## src/rtl/wb_cmd_master.sv

```systemverilog
// Wishbone classic initiator: buffers commands in a FIFO, issues one single non-pipelined cycle per command, returns one response each.
// Latency: command pushed into an empty FIFO at edge N raises cyc/stb after edge N+1; response valid on the ack/timeout edge.
// Backpressure: cmd_ready_o drops when the FIFO is full; a held response (rsp_ready_i low) stalls further bus cycles.
module wb_cmd_master #(
  parameter int FIFO_DEPTH = 4,
  parameter int TIMEOUT    = 255
) (
  input  logic        wb_clk_i,
  input  logic        wb_rst_ni,
  input  logic        cmd_valid_i,
  output logic        cmd_ready_o,
  input  logic        cmd_we_i,
  input  logic [31:0] cmd_adr_i,
  input  logic [31:0] cmd_dat_i,
  input  logic [3:0]  cmd_sel_i,
  output logic        rsp_valid_o,
  input  logic        rsp_ready_i,
  output logic [31:0] rsp_dat_o,
  output logic        rsp_we_o,
  output logic        rsp_timeout_o,
  output logic        wbm_cyc_o,
  output logic        wbm_stb_o,
  output logic        wbm_we_o,
  output logic [31:0] wbm_adr_o,
  output logic [31:0] wbm_dat_o,
  output logic [3:0]  wbm_sel_o,
  input  logic [31:0] wbm_dat_i,
  input  logic        wbm_ack_i,
  output logic        busy_o
);

  localparam int AW = $clog2(FIFO_DEPTH);
  localparam int CW = $clog2(TIMEOUT + 1);
  localparam logic [CW-1:0] CNT_LAST = CW'(TIMEOUT - 1);

  typedef struct packed {
    logic        we;
    logic [31:0] adr;
    logic [31:0] dat;
    logic [3:0]  sel;
  } cmd_t;

  typedef enum logic [1:0] {
    IDLE = 2'd0,
    BUS  = 2'd1,
    RESP = 2'd2
  } state_t;

  // ---------------- command FIFO ----------------
  cmd_t          mem [FIFO_DEPTH];
  logic [AW-1:0] wr_ptr;
  logic [AW-1:0] rd_ptr;
  logic [AW:0]   count;
  logic          fifo_empty;
  logic          fifo_full;
  logic          push;
  logic          pop;
  cmd_t          head;
  cmd_t          wr_cmd;

  state_t        state_q, state_d;

  assign fifo_empty  = (count == '0);
  assign fifo_full   = (count == (AW+1)'(FIFO_DEPTH));
  assign cmd_ready_o = !fifo_full;
  assign push        = cmd_valid_i && !fifo_full;
  assign pop         = (state_q == IDLE) && !fifo_empty;
  assign head        = mem[rd_ptr];
  assign wr_cmd      = '{we: cmd_we_i, adr: cmd_adr_i, dat: cmd_dat_i, sel: cmd_sel_i};

  // Storage needs no reset: the pointers alone define which entries are live.
  always_ff @(posedge wb_clk_i) begin
    if (push) mem[wr_ptr] <= wr_cmd;
  end

  // Pointers and occupancy; simultaneous push and pop leave occupancy unchanged.
  always_ff @(posedge wb_clk_i or negedge wb_rst_ni) begin
    if (!wb_rst_ni) begin
      wr_ptr <= '0;
      rd_ptr <= '0;
      count  <= '0;
    end else begin
      if (push) wr_ptr <= wr_ptr + AW'(1);
      if (pop)  rd_ptr <= rd_ptr + AW'(1);
      if (push && !pop)      count <= count + (AW+1)'(1);
      else if (pop && !push) count <= count - (AW+1)'(1);
    end
  end

  // ---------------- bus / response FSM ----------------
  logic [CW-1:0] cnt_q, cnt_d;
  logic          cyc_d, stb_d, we_d;
  logic [31:0]   adr_d, dat_d;
  logic [3:0]    sel_d;
  logic          rsp_valid_d, rsp_we_d, rsp_timeout_d;
  logic [31:0]   rsp_dat_d;

  // Next state and next values of every registered output; defaults hold.
  always_comb begin
    state_d       = state_q;
    cnt_d         = cnt_q;
    cyc_d         = wbm_cyc_o;
    stb_d         = wbm_stb_o;
    we_d          = wbm_we_o;
    adr_d         = wbm_adr_o;
    dat_d         = wbm_dat_o;
    sel_d         = wbm_sel_o;
    rsp_valid_d   = rsp_valid_o;
    rsp_we_d      = rsp_we_o;
    rsp_timeout_d = rsp_timeout_o;
    rsp_dat_d     = rsp_dat_o;
    case (state_q)
      IDLE: begin
        if (!fifo_empty) begin
          cyc_d   = 1'b1;
          stb_d   = 1'b1;
          we_d    = head.we;
          adr_d   = head.adr;
          dat_d   = head.dat;
          sel_d   = head.sel;
          cnt_d   = '0;
          state_d = BUS;
        end
      end
      BUS: begin
        // Ack takes priority over a timeout landing on the same edge.
        if (wbm_ack_i) begin
          cyc_d         = 1'b0;
          stb_d         = 1'b0;
          rsp_dat_d     = wbm_we_o ? 32'h0 : wbm_dat_i;
          rsp_we_d      = wbm_we_o;
          rsp_timeout_d = 1'b0;
          rsp_valid_d   = 1'b1;
          cnt_d         = '0;
          state_d       = RESP;
        end else if (cnt_q == CNT_LAST) begin
          cyc_d         = 1'b0;
          stb_d         = 1'b0;
          rsp_dat_d     = 32'h0;
          rsp_we_d      = wbm_we_o;
          rsp_timeout_d = 1'b1;
          rsp_valid_d   = 1'b1;
          cnt_d         = '0;
          state_d       = RESP;
        end else begin
          cnt_d = cnt_q + CW'(1);
        end
      end
      RESP: begin
        if (rsp_ready_i) begin
          rsp_valid_d = 1'b0;
          state_d     = IDLE;
        end
      end
      default: state_d = IDLE;
    endcase
  end

  // State, timeout counter and all registered outputs; reset drops cyc/stb/rsp_valid immediately.
  always_ff @(posedge wb_clk_i or negedge wb_rst_ni) begin
    if (!wb_rst_ni) begin
      state_q       <= IDLE;
      cnt_q         <= '0;
      wbm_cyc_o     <= 1'b0;
      wbm_stb_o     <= 1'b0;
      wbm_we_o      <= 1'b0;
      wbm_adr_o     <= 32'h0;
      wbm_dat_o     <= 32'h0;
      wbm_sel_o     <= 4'h0;
      rsp_valid_o   <= 1'b0;
      rsp_we_o      <= 1'b0;
      rsp_timeout_o <= 1'b0;
      rsp_dat_o     <= 32'h0;
    end else begin
      state_q       <= state_d;
      cnt_q         <= cnt_d;
      wbm_cyc_o     <= cyc_d;
      wbm_stb_o     <= stb_d;
      wbm_we_o      <= we_d;
      wbm_adr_o     <= adr_d;
      wbm_dat_o     <= dat_d;
      wbm_sel_o     <= sel_d;
      rsp_valid_o   <= rsp_valid_d;
      rsp_we_o      <= rsp_we_d;
      rsp_timeout_o <= rsp_timeout_d;
      rsp_dat_o     <= rsp_dat_d;
    end
  end

  assign busy_o = !fifo_empty || (state_q != IDLE);

endmodule

```

## config.mk

```make
export PLATFORM = sky130hd
export DESIGN_NAME = wb_cmd_master
export DESIGN_NICKNAME = d
export VERILOG_FILES = /design/src/rtl/wb_cmd_master.sv
export SDC_FILE = /design/constraint.sdc
export NUM_CORES = 1
export LEC_CHECK = 0
export ABC_AREA = 1
export BUFFER_PORTS_ARGS = -buffer_cell sky130_fd_sc_hd__buf_2
export CORE_MARGIN = 2
export CORE_UTILIZATION = 62
export DETAILED_ROUTE_END_ITERATION = 7
export PLACE_DENSITY = 0.85
export RECOVER_POWER = 100
export SLEW_MARGIN = 40
export SYNTH_ARGS = -nofsm -noshare
export SYNTH_HDL_FRONTEND = slang
export SYNTH_SLANG_ARGS = --single-unit
```

## constraint.sdc

```tcl
create_clock -name wb_clk_i -period 7.4 [get_ports wb_clk_i]
set_input_delay 1.48 -clock wb_clk_i [delete_from_list [all_inputs] [get_ports wb_clk_i]]
set_output_delay 1.48 -clock wb_clk_i [all_outputs]
set_load 0.02 [all_outputs]
```

==> results of run 1 <==
[metal layers]
layer / vias to the layer above / routed length [µm] / GRT usage
li1: 4678 / - / -
met1: 4919 / 13100 / 0.335
met2: 499 / 16900 / 0.439
met3: 87 / 2890 / 0.0531
met4: 8 / 958 / 0.102
met5: - / 57 / 0
[final timing paths]
path / slack [ns] / from / depth (start not counted) / end
min: 0.50 / rsp_dat_o[22] / 2 / rsp_dat_o[22]
max: 2.85 / count[0] / 6 / wbm_adr_o[6]
max in group asynchronous: 5.42 / wb_rst_ni / 2 / wbm_dat_o[3]
min in group asynchronous: 0.94 / wb_rst_ni / 1 / rsp_dat_o[30]
max reg2reg: 2.85 / count[0] / 6 / wbm_adr_o[6]
min reg2reg: 0.50 / rsp_dat_o[22] / 2 / rsp_dat_o[22]
[cell usage after synthesis, drive strengths merged]
cell	number	share of area
nor3	1	0.00032
xnor2	1	0.00056
ha	7	0.0056
buf	53	0.028
a21oi	4	0.0013
nor2	362	0.089
mux2	1	0.00073
inv	22	0.0053
clkbuf	19	0.0050
nand4	1	0.00040
o22ai	1	0.00040
fa	1	0.0013
a31oi	68	0.027
o31ai	1	0.00048
dfrtp	122	0.20
nand2	102	0.032
nand3	10	0.0035
xor2	4	0.0023
edfxtp	276	0.53
o21ai	177	0.065
[registers in the layout, summed over array words and instances (netlist names)]
register       flops
state_q            2
wbm_stb_o          1
wbm_dat_o         32
rsp_dat_o         32
rsp_valid_o        1
rsp_timeout_o      1
rsp_we_o           1
wbm_sel_o          4
wbm_adr_o         32
wr_ptr             2
rd_ptr             2
wbm_we_o           1
cnt_q              8
count              3
mem              276
[cells by family (layout without fill, tap and decap cells)]
group	after synthesis	after routing	share of synthesized area
flip-flops	398	398	0.731
adder cells (fa/ha/maj)	8	8	0.00694
multiplexers	1	1	0.000726
other	0	1	0
XOR/XNOR	5	5	0.00282
AND/OR/NAND/NOR	476	476	0.125
buffers and inverters	94	321	0.0387
AO/OA/AOI/OAI	251	251	0.0949
[layout make-up]
| class | instances | area (µm²) | area share |
|---|---|---|---|
| tap | 324 | 405 | 0.0232 |
| inverter | 22 | 92.6 | 0.00529 |
| multi-input combinational | 741 | 3450 | 0.197 |
| clock buffer | 49 | 1020 | 0.0585 |
| antenna | 1 | 2.50 | 0.000143 |
| sequential | 398 | 11300 | 0.648 |
| timing repair buffer | 227 | 961 | 0.0549 |
| clock inverter | 23 | 225 | 0.0129 |
[power groups by stage]
stage | combinational, W | clock, W | sequential, W
floorplan | 0.00171 | 0 | 0.00361
global placement | 0.00240 | 0 | 0.00344
detailed placement | 0.00258 | 0 | 0.00343
CTS | 0.00262 | 0.00196 | 0.00340
global route | 0.00281 | 0.00205 | 0.00343
finish | 0.00252 | 0.00193 | 0.00337
[critical path, stage by stage, from the launching register on]
cell and delay (ns):
dfrtp_1 0.41, nor2_1 0.10, nand2_2 0.08, nand2_4 0.09
inv_4 0.45, clkbuf_1 2.67, a31oi_1 0.45
[through the flow]
step           hold slack (ns)  cell area (µm²)  total power, W
4_1_cts                  0.483            17900         0.00797
3_5_place_dp             0.468            16700         0.00601
6_report                 0.499            17500         0.00783
2_1_floorplan            0.487            15500         0.00532
5_1_grt                  0.524            17500         0.00829
3_3_place_gp             0.463            16600         0.00585
==> impl_metrics.env, run 1 <==
export IMPL_p_clk_frac=0.247
export IMPL_synth_area_um2=15500
export IMPL_grt_pass1_wl_um=53100
export IMPL_die_w_um=162
export IMPL_core_um2=24500
export IMPL_finalCritPeriodShare=0.615
export IMPL_cts_hold_buf=0
export IMPL_numClockSinks=398
export IMPL_leakagePower_nw=6.31
export IMPL_synth_fp_nets=1347
export IMPL_place_gp_congestion=0.788
export IMPL_vias=10200
export IMPL_antenna_found_initial=4
export IMPL_ys_seq_area_frac=0.731
export IMPL_cts_tree="built"
export IMPL_start_kind="flip-flop"
export IMPL_slew_limit_headroom=-1.47
export IMPL_final_cell_mix="nor2_1 (357), edfxtp_1 (276), clkbuf_1 (195), o21ai_0 (175), dfrtp_1 (121)"
export IMPL_drive_gt1_frac=0.101
export IMPL_max_freq_ghz=0.220
export IMPL_layout_filler_cells=1683
export IMPL_final_max_slew_viol_count=290
export IMPL_dp_final_hpwl_um=19600
export IMPL_synth_distinct_cells=32
export IMPL_grt_max_degree=140
export IMPL_synth_cells=1233
export IMPL_die_area_um2=26300
export IMPL_die_h_um=162
export IMPL_grt_remaining_overflow=0
export IMPL_clkSlewWorstSetupHoldPaths_ns=0.06
export IMPL_post_drt_wl_per_cell_um=19.0
export IMPL_htreeDepth=2
export IMPL_clock_latency_ns=0.55
export IMPL_area_growth_pct=12.9
export IMPL_status="complete, but fails checks"
export IMPL_min_period_ns=4.55
export IMPL_p_sw_frac=0.379
export IMPL_timing_final_ws_setup_ns=2.85
export IMPL_root_buffer="clkbuf_16"
export IMPL_rsz0062_at_grt="no"
export IMPL_setup_tns_final_ns=0
export IMPL_io_buffers=213
export IMPL_irDropWorstVdd_v=0.000315
export IMPL_grt_pass1_vias=10200
export IMPL_rows=57
export IMPL_preCtsSetupSlack_ns=4.19
export IMPL_hold_path_class="reg2reg"
export IMPL_path_max_fanout=83
export IMPL_io_pins=214
export IMPL_seq_power_share=0.431
export IMPL_worst_slew_pin_slew_ns=3.70
export IMPL_num_nets_final=1543
export IMPL_violations="max-capacitance violations, max-slew violations"
export IMPL_utilization=0.716
export IMPL_ys_warn_count=0
export IMPL_wl_um=33900
export IMPL_dr_pass1_iters=5
export IMPL_cts_repair_resized=0
export IMPL_ys_ff_latch=398
export IMPL_cts_made_buffers=39
export IMPL_powerDensity_nw_per_um2=447
export IMPL_syn_avg_cell_area_um2=12.6
export IMPL_initial_core_util=0.634
export IMPL_grt_use_total=0.260
export IMPL_max_cap_viol_count=5
export IMPL_dpl_cell_count=1711
export IMPL_viasPerCell=5.71
export IMPL_crit_path_end_kind="flip-flop"
export IMPL_first_iter_violations=1309
export IMPL_finalSetupViolCount=0
export IMPL_cp_arrival_ns=4.81
export IMPL_cts_buffer_depth=3
export IMPL_post_cts_buffers=0
export IMPL_crit_type="reg2reg"
export IMPL_skew_ns=0.0189
export IMPL_p_int_w=0.00486
export IMPL_antenna_left=0
export IMPL_final_common_cell="nor2_1"
export IMPL_critPathRequiredTime_ns=7.65
export IMPL_combPwrFrac=0.322
export IMPL_p_sw_w=0.00297
export IMPL_hold_violations=0
export IMPL_layout_cells_non_filler=1785
export IMPL_drc=0
Power figures use the tool's default switching activity.
==> run 2, diff against run 1 <==
--- a/config.mk
+++ b/config.mk
@@ -8,9 +8,9 @@
 export ABC_AREA = 1
 export BUFFER_PORTS_ARGS = -buffer_cell sky130_fd_sc_hd__buf_2
 export CORE_MARGIN = 2
-export CORE_UTILIZATION = 62
+export CORE_UTILIZATION = 57
 export DETAILED_ROUTE_END_ITERATION = 7
-export PLACE_DENSITY = 0.85
+export PLACE_DENSITY = 0.79
 export RECOVER_POWER = 100
 export SLEW_MARGIN = 40
 export SYNTH_ARGS = -nofsm -noshare
==> constraint.sdc (replaced) <==
create_clock -name wb_clk_i -period 4.76 [get_ports wb_clk_i]
set_input_delay 0.952 -clock wb_clk_i [delete_from_list [all_inputs] [get_ports wb_clk_i]]
set_output_delay 0.952 -clock wb_clk_i [all_outputs]
set_load 0.02 [all_outputs]
==> impl_metrics.env, run 2 (synthesis gave the netlist of run 1 again) <==
export IMPL_largest_reg_flops=276
export IMPL_slowest_delay_ns=0.86
export IMPL_reg2reg_depth=6
export IMPL_grt_max_degree=140
export IMPL_largest_register="mem"
export IMPL_total_power_w=0.0123
export IMPL_finalSetupViolCount=0
export IMPL_hold_path_class="in2async"
export IMPL_area_growth_pct=13.8
export IMPL_cpMaxStageDelayCell="nor2_1"
export IMPL_die_area_um2=28600
export IMPL_rsz0062_at_grt="no"
export IMPL_final_cell_mix="nor2_1 (359), edfxtp_1 (276), clkbuf_1 (199), o21ai_0 (172), dfrtp_1 (120)"
export IMPL_initial_core_util=0.579
export IMPL_layout_filler_cells=1966
export IMPL_antenna_left=0
export IMPL_cts_tree="built"
export IMPL_htreeDepth=2
export IMPL_drc=0
export IMPL_critPathRequiredTime_ns=4.95
export IMPL_worstReg2RegEnd="mem[2][32]"
export IMPL_rrSetupSlack_ns=1.49
export IMPL_die_w_um=169
export IMPL_met1_usage=0.307
export IMPL_num_nets_final=1544
export IMPL_die_h_um=169
export IMPL_finalCritPeriodShare=0.687
export IMPL_dr_pass1_iters=6
export IMPL_crit_chain="nor2_1, nand2_1, nand2_1, nor2_1, clkbuf_1, buf_4"
export IMPL_drive_gt1_frac=0.101
export IMPL_top_usage_layer="met2"
export IMPL_r2r_start="count[0]"
export IMPL_post_drt_wl_per_cell_um=19.0
export IMPL_grt_pass1_wl_um=53300
export IMPL_powerDensity_nw_per_um2=697
export IMPL_antenna_found_initial=3
export IMPL_io_buffers=213
export IMPL_cp_arrival_ns=3.46
export IMPL_place_gp_congestion=0.766
export IMPL_viasPerCell=5.61
export IMPL_final_common_cell="nor2_1"
export IMPL_hold_violations=0
export IMPL_vias=10100
export IMPL_wl_um=34400
export IMPL_dp_final_hpwl_um=19900
export IMPL_violations="max-capacitance violations, max-slew violations"
export IMPL_crit_type="reg2reg"
export IMPL_crit_path_end_kind="flip-flop"
export IMPL_slew_limit_headroom=-0.250
export IMPL_timing_final_ws_setup_ns=1.49
export IMPL_clock_latency_ns=0.54
export IMPL_io_pins=214
export IMPL_post_cts_buffers=0
export IMPL_start_kind="flip-flop"
export IMPL_preCtsSetupSlack_ns=1.79
export IMPL_max_cap_viol_count=4
export IMPL_max_freq_ghz=0.306
export IMPL_leakagePower_nw=6.38
export IMPL_final_max_slew_viol_count=160
export IMPL_cts_made_buffers=40
export IMPL_grt_remaining_overflow=0
export IMPL_setup_tns_final_ns=0
export IMPL_numClockSinks=398
export IMPL_cts_hold_buf=0
export IMPL_skew_ns=0.0270
export IMPL_grt_pass1_vias=10300
export IMPL_path_max_fanout=24
export IMPL_first_iter_violations=979
export IMPL_irDropWorstVdd_v=0.000419
export IMPL_core_um2=26800
export IMPL_use_met2=0.404
export IMPL_grt_use_total=0.239
export IMPL_grt_met3_usage=0.0491
export IMPL_clkSlewWorstSetupHoldPaths_ns=0.06
export IMPL_rows=60
export IMPL_status="complete, but fails checks"
export IMPL_cts_repair_resized=0
export IMPL_cts_buffer_depth=3
export IMPL_min_period_ns=3.27
export IMPL_worst_slew_pin_slew_ns=1.88
export IMPL_root_buffer="clkbuf_16"
## run 2: cell types whose count changed in the layout (fill, tap and decap cells not counted), sizes merged
cell / change
buf: +4
diode: +2
bufinv: +2
clkbuf: +9
clkinv: -6
clkinvlp: -4
inv: -3
## run 2: worst max path at each step
stage	startpoint	to	slack, ns	cells after the start
after detailed placement	cmd_valid_i	mem[2][32]	1.79	4
after global placement	cmd_valid_i	mem[2][32]	1.83	4
after floorplan	cmd_valid_i	mem[0][0]	0.28	2
final	count[0]	mem[2][32]	1.49	6
after CTS	count[0]	mem[2][32]	2.29	5
after global routing	count[0]	mem[2][39]	1.30	6
## run 2: cell type report
type | count | area (µm²) | share of cell area
sequential | 398 | 11300 | 0.643
multi-input combinational | 741 | 3430 | 0.195
clock buffer | 62 | 1150 | 0.0649
timing repair buffer | 227 | 1000 | 0.0566
tap | 341 | 427 | 0.0242
clock inverter | 12 | 194 | 0.0110
inverter | 22 | 95.1 | 0.00539
antenna | 3 | 7.51 | 0.000425
## run 2: worst max-delay path, delay by kind of cell (launching register included)
family | cells | cell delay [ns]
buffers and inverters | 2 | 1.31
AND/OR/NAND/NOR | 4 | 1.21
flip-flops | 1 | 0.41
## run 2: per-stage QoR
stage          utilization  hold slack [ns]  std cells  instance area [µm²]
6_report             0.659            0.344       1806                17700
5_1_grt              0.659            0.366       1805                17600
4_1_cts              0.672            0.483       1800                18000
3_5_place_dp         0.622            0.467       1726                16700
3_3_place_gp         0.621            0.465       1725                16600
2_1_floorplan            -            0.487       1233                15500
## run 2: where the power goes
part           switching (W)  total (W)  internal [W]
clock network        0.00126    0.00319       0.00193
logic                0.00277    0.00386       0.00109
registers           0.000545    0.00526       0.00471
total                0.00457     0.0123       0.00774
## run 2: metal layers
layer	share of wire	routed length, µm	vias to the layer above
li1	-	-	4689
met1	0.40	13700	4906
met2	0.49	16800	464
met3	0.085	2930	67
met4	0.027	926	0
met5	0	0	-
==> run 3, diff against run 2 <==
--- a/config.mk
+++ b/config.mk
@@ -8,9 +8,9 @@
 export ABC_AREA = 1
 export BUFFER_PORTS_ARGS = -buffer_cell sky130_fd_sc_hd__buf_2
 export CORE_MARGIN = 2
-export CORE_UTILIZATION = 57
+export CORE_UTILIZATION = 52
 export DETAILED_ROUTE_END_ITERATION = 7
-export PLACE_DENSITY = 0.79
+export PLACE_DENSITY = 0.76
 export RECOVER_POWER = 100
 export SLEW_MARGIN = 40
 export SYNTH_ARGS = -nofsm -noshare
==> constraint.sdc (replaced) <==
create_clock -name wb_clk_i -period 2.8 [get_ports wb_clk_i]
set_input_delay 0.56 -clock wb_clk_i [delete_from_list [all_inputs] [get_ports wb_clk_i]]
set_output_delay 0.56 -clock wb_clk_i [all_outputs]
set_load 0.02 [all_outputs]
==> impl_metrics.env, run 3 (synthesis gave the netlist of run 1 again) <==
export IMPL_worst_slew_pin_slew_ns=1.34
export IMPL_place_gp_congestion=0.773
export IMPL_area_growth_pct=15.0
export IMPL_cp_arrival_ns=2.66
export IMPL_viasPerCell=5.27
export IMPL_wl_um=32600
export IMPL_vias=9783
export IMPL_startpoint="rd_ptr[1]"
export IMPL_antenna_found_initial=6
export IMPL_post_cts_buffers=0
export IMPL_largest_register="mem"
export IMPL_finalCritPeriodShare=0.792
export IMPL_path_depth=6
export IMPL_grt_remaining_overflow=0
export IMPL_critical_path_buf_inv_count=2
export IMPL_combPwrFrac=0.327
export IMPL_crit_path_end_kind="flip-flop"
export IMPL_rrSetupSlack_ns=0.58
export IMPL_grt_max_degree=140
export IMPL_p_clk_frac=0.252
export IMPL_leakagePower_nw=6.46
export IMPL_layout_cells_non_filler=1858
export IMPL_critPathTopFamily="buffers and inverters"
export IMPL_r2r_start="rd_ptr[1]"
export IMPL_min_period_ns=2.22
export IMPL_io_buffers=213
export IMPL_dpl_cell_count=1783
export IMPL_initial_core_util=0.526
export IMPL_antenna_left=0
export IMPL_start_kind="flip-flop"
export IMPL_cp_endpoint="wbm_we_o"
export IMPL_powerDensity_nw_per_um2=1170
export IMPL_skew_ns=0.0135
export IMPL_io_pins=214
export IMPL_num_nets_final=1550
export IMPL_post_drt_wl_per_cell_um=17.6
export IMPL_drc=0
export IMPL_first_iter_violations=544
export IMPL_max_cap_viol_count=0
export IMPL_cpMaxStageDelayCell="clkbuf_4"
export IMPL_utilization=0.605
export IMPL_final_cell_mix="nor2_1 (358), edfxtp_1 (276), clkbuf_1 (188), o21ai_0 (145), dfrtp_1 (120)"
export IMPL_grt_use_total=0.209
export IMPL_cts_tree="built"
export IMPL_seq_power_share=0.421
export IMPL_die_w_um=177
export IMPL_dr_pass1_iters=5
export IMPL_p_int_w=0.0131
export IMPL_hold_violations=0
export IMPL_grt_pass1_vias=9773
export IMPL_clock_latency_ns=0.53
export IMPL_place_area_um2=16900
export IMPL_clkSlewWorstSetupHoldPaths_ns=0.06
export IMPL_numClockSinks=398
export IMPL_grt_pass1_wl_um=50500
export IMPL_final_common_cell="nor2_1"
export IMPL_p_sw_w=0.00772
export IMPL_final_max_slew_viol_count=0
export IMPL_p_sw_frac=0.370
export IMPL_root_buffer="clkbuf_16"
export IMPL_critPathRequiredTime_ns=3.24
export IMPL_layout_filler_cells=2388
export IMPL_drive_gt1_frac=0.113
export IMPL_core_um2=29500
export IMPL_htreeDepth=2
export IMPL_finalSetupViolCount=0
export IMPL_die_area_um2=31200
export IMPL_slowest_delay_ns=0.77
export IMPL_crit_chain="inv_2, clkbuf_4, o21ai_0, o22ai_1, nand2_1, o21ai_1"
export IMPL_path_max_fanout=69
export IMPL_timing_hold_ws_ns=0.242
export IMPL_max_freq_ghz=0.451
export IMPL_die_h_um=177
export IMPL_hold_path_class="in2reg"
export IMPL_largest_reg_flops=276
export IMPL_final_area_um2=17800
export IMPL_irDropWorstVdd_v=0.000753
export IMPL_worstReg2RegEnd="wbm_we_o"
export IMPL_total_power_w=0.0209
export IMPL_status="completed"
export IMPL_slew_limit_headroom=0.108
export IMPL_dp_final_hpwl_um=18500
export IMPL_cts_buffer_depth=3
export IMPL_crit_type="reg2reg"
export IMPL_reg2reg_depth=6
export IMPL_rsz0062_at_grt="no"
export IMPL_cts_made_buffers=40
export IMPL_rows=63
==> run 3: cell types whose count changed in the layout (fill, tap and decap cells not counted), sizes merged, moves of 3 or more <==
cell      delta
clkinvlp     +3
buf          +5
clkbuf       -8
clkinv       +3
==> run 3: area by class of cell <==
| cell class | instances | area [µm²] | area share |
|---|---|---|---|
| multi-input combinational | 741 | 3480 | 0.195 |
| timing repair buffer | 233 | 1110 | 0.0624 |
| inverter | 22 | 87.6 | 0.00491 |
| tap | 390 | 488 | 0.0274 |
| clock inverter | 18 | 208 | 0.0116 |
| antenna | 2 | 5.00 | 0.000281 |
| clock buffer | 54 | 1100 | 0.0619 |
| sequential | 398 | 11300 | 0.636 |
==> run 3: power groups by stage <==
stage	Clock [W]	Sequential, W	Combinational (W)
2_1_floorplan	0	0.00949	0.00453
3_3_place_gp	0	0.00884	0.00698
3_5_place_dp	0	0.00889	0.00720
4_1_cts	0.00535	0.00880	0.00723
5_1_grt	0.00559	0.00894	0.00761
6_report	0.00526	0.00878	0.00681
==> run 3: what timing repair did <==
item / 4_1_cts / 5_1_grt
hold buffers: 1 / 0
resized for setup: 0 / 0
hold endpoints to repair: 12 / 0
==> run 3: how the worst min path moves through the flow <==
stage	from	end	cells past startpoint
2_1_floorplan	wb_rst_ni	cnt_q[0]	0
3_3_place_gp	rsp_dat_o[21]	rsp_dat_o[21]	2
3_5_place_dp	rsp_dat_o[27]	rsp_dat_o[27]	2
4_1_cts	rsp_ready_i	state_q[1]	2
5_1_grt	rsp_ready_i	state_q[1]	2
6_report	rsp_ready_i	state_q[1]	2
==> run 3: layer usage <==
layer,wire (µm),part of all wire,global-route usage,vias up
li1,-,-,-,4688
met1,13300,0.41,0.253,4720
met2,16000,0.49,0.364,299
met3,2430,0.075,0.0569,68
met4,808,0.025,0.0651,8
met5,55,0.0017,0,-
==> run 3: per-stage QoR <==
| stage | TNS [ns] | worst slack [ns] |
|---|---|---|
| final | 0 | 0.582 |
| after global routing | 0 | 0.384 |
| after CTS | 0 | 0.799 |
| after detailed placement | 0 | 0.852 |
| after global placement | 0 | 0.851 |
| after floorplan | -85.69 | -0.310 |
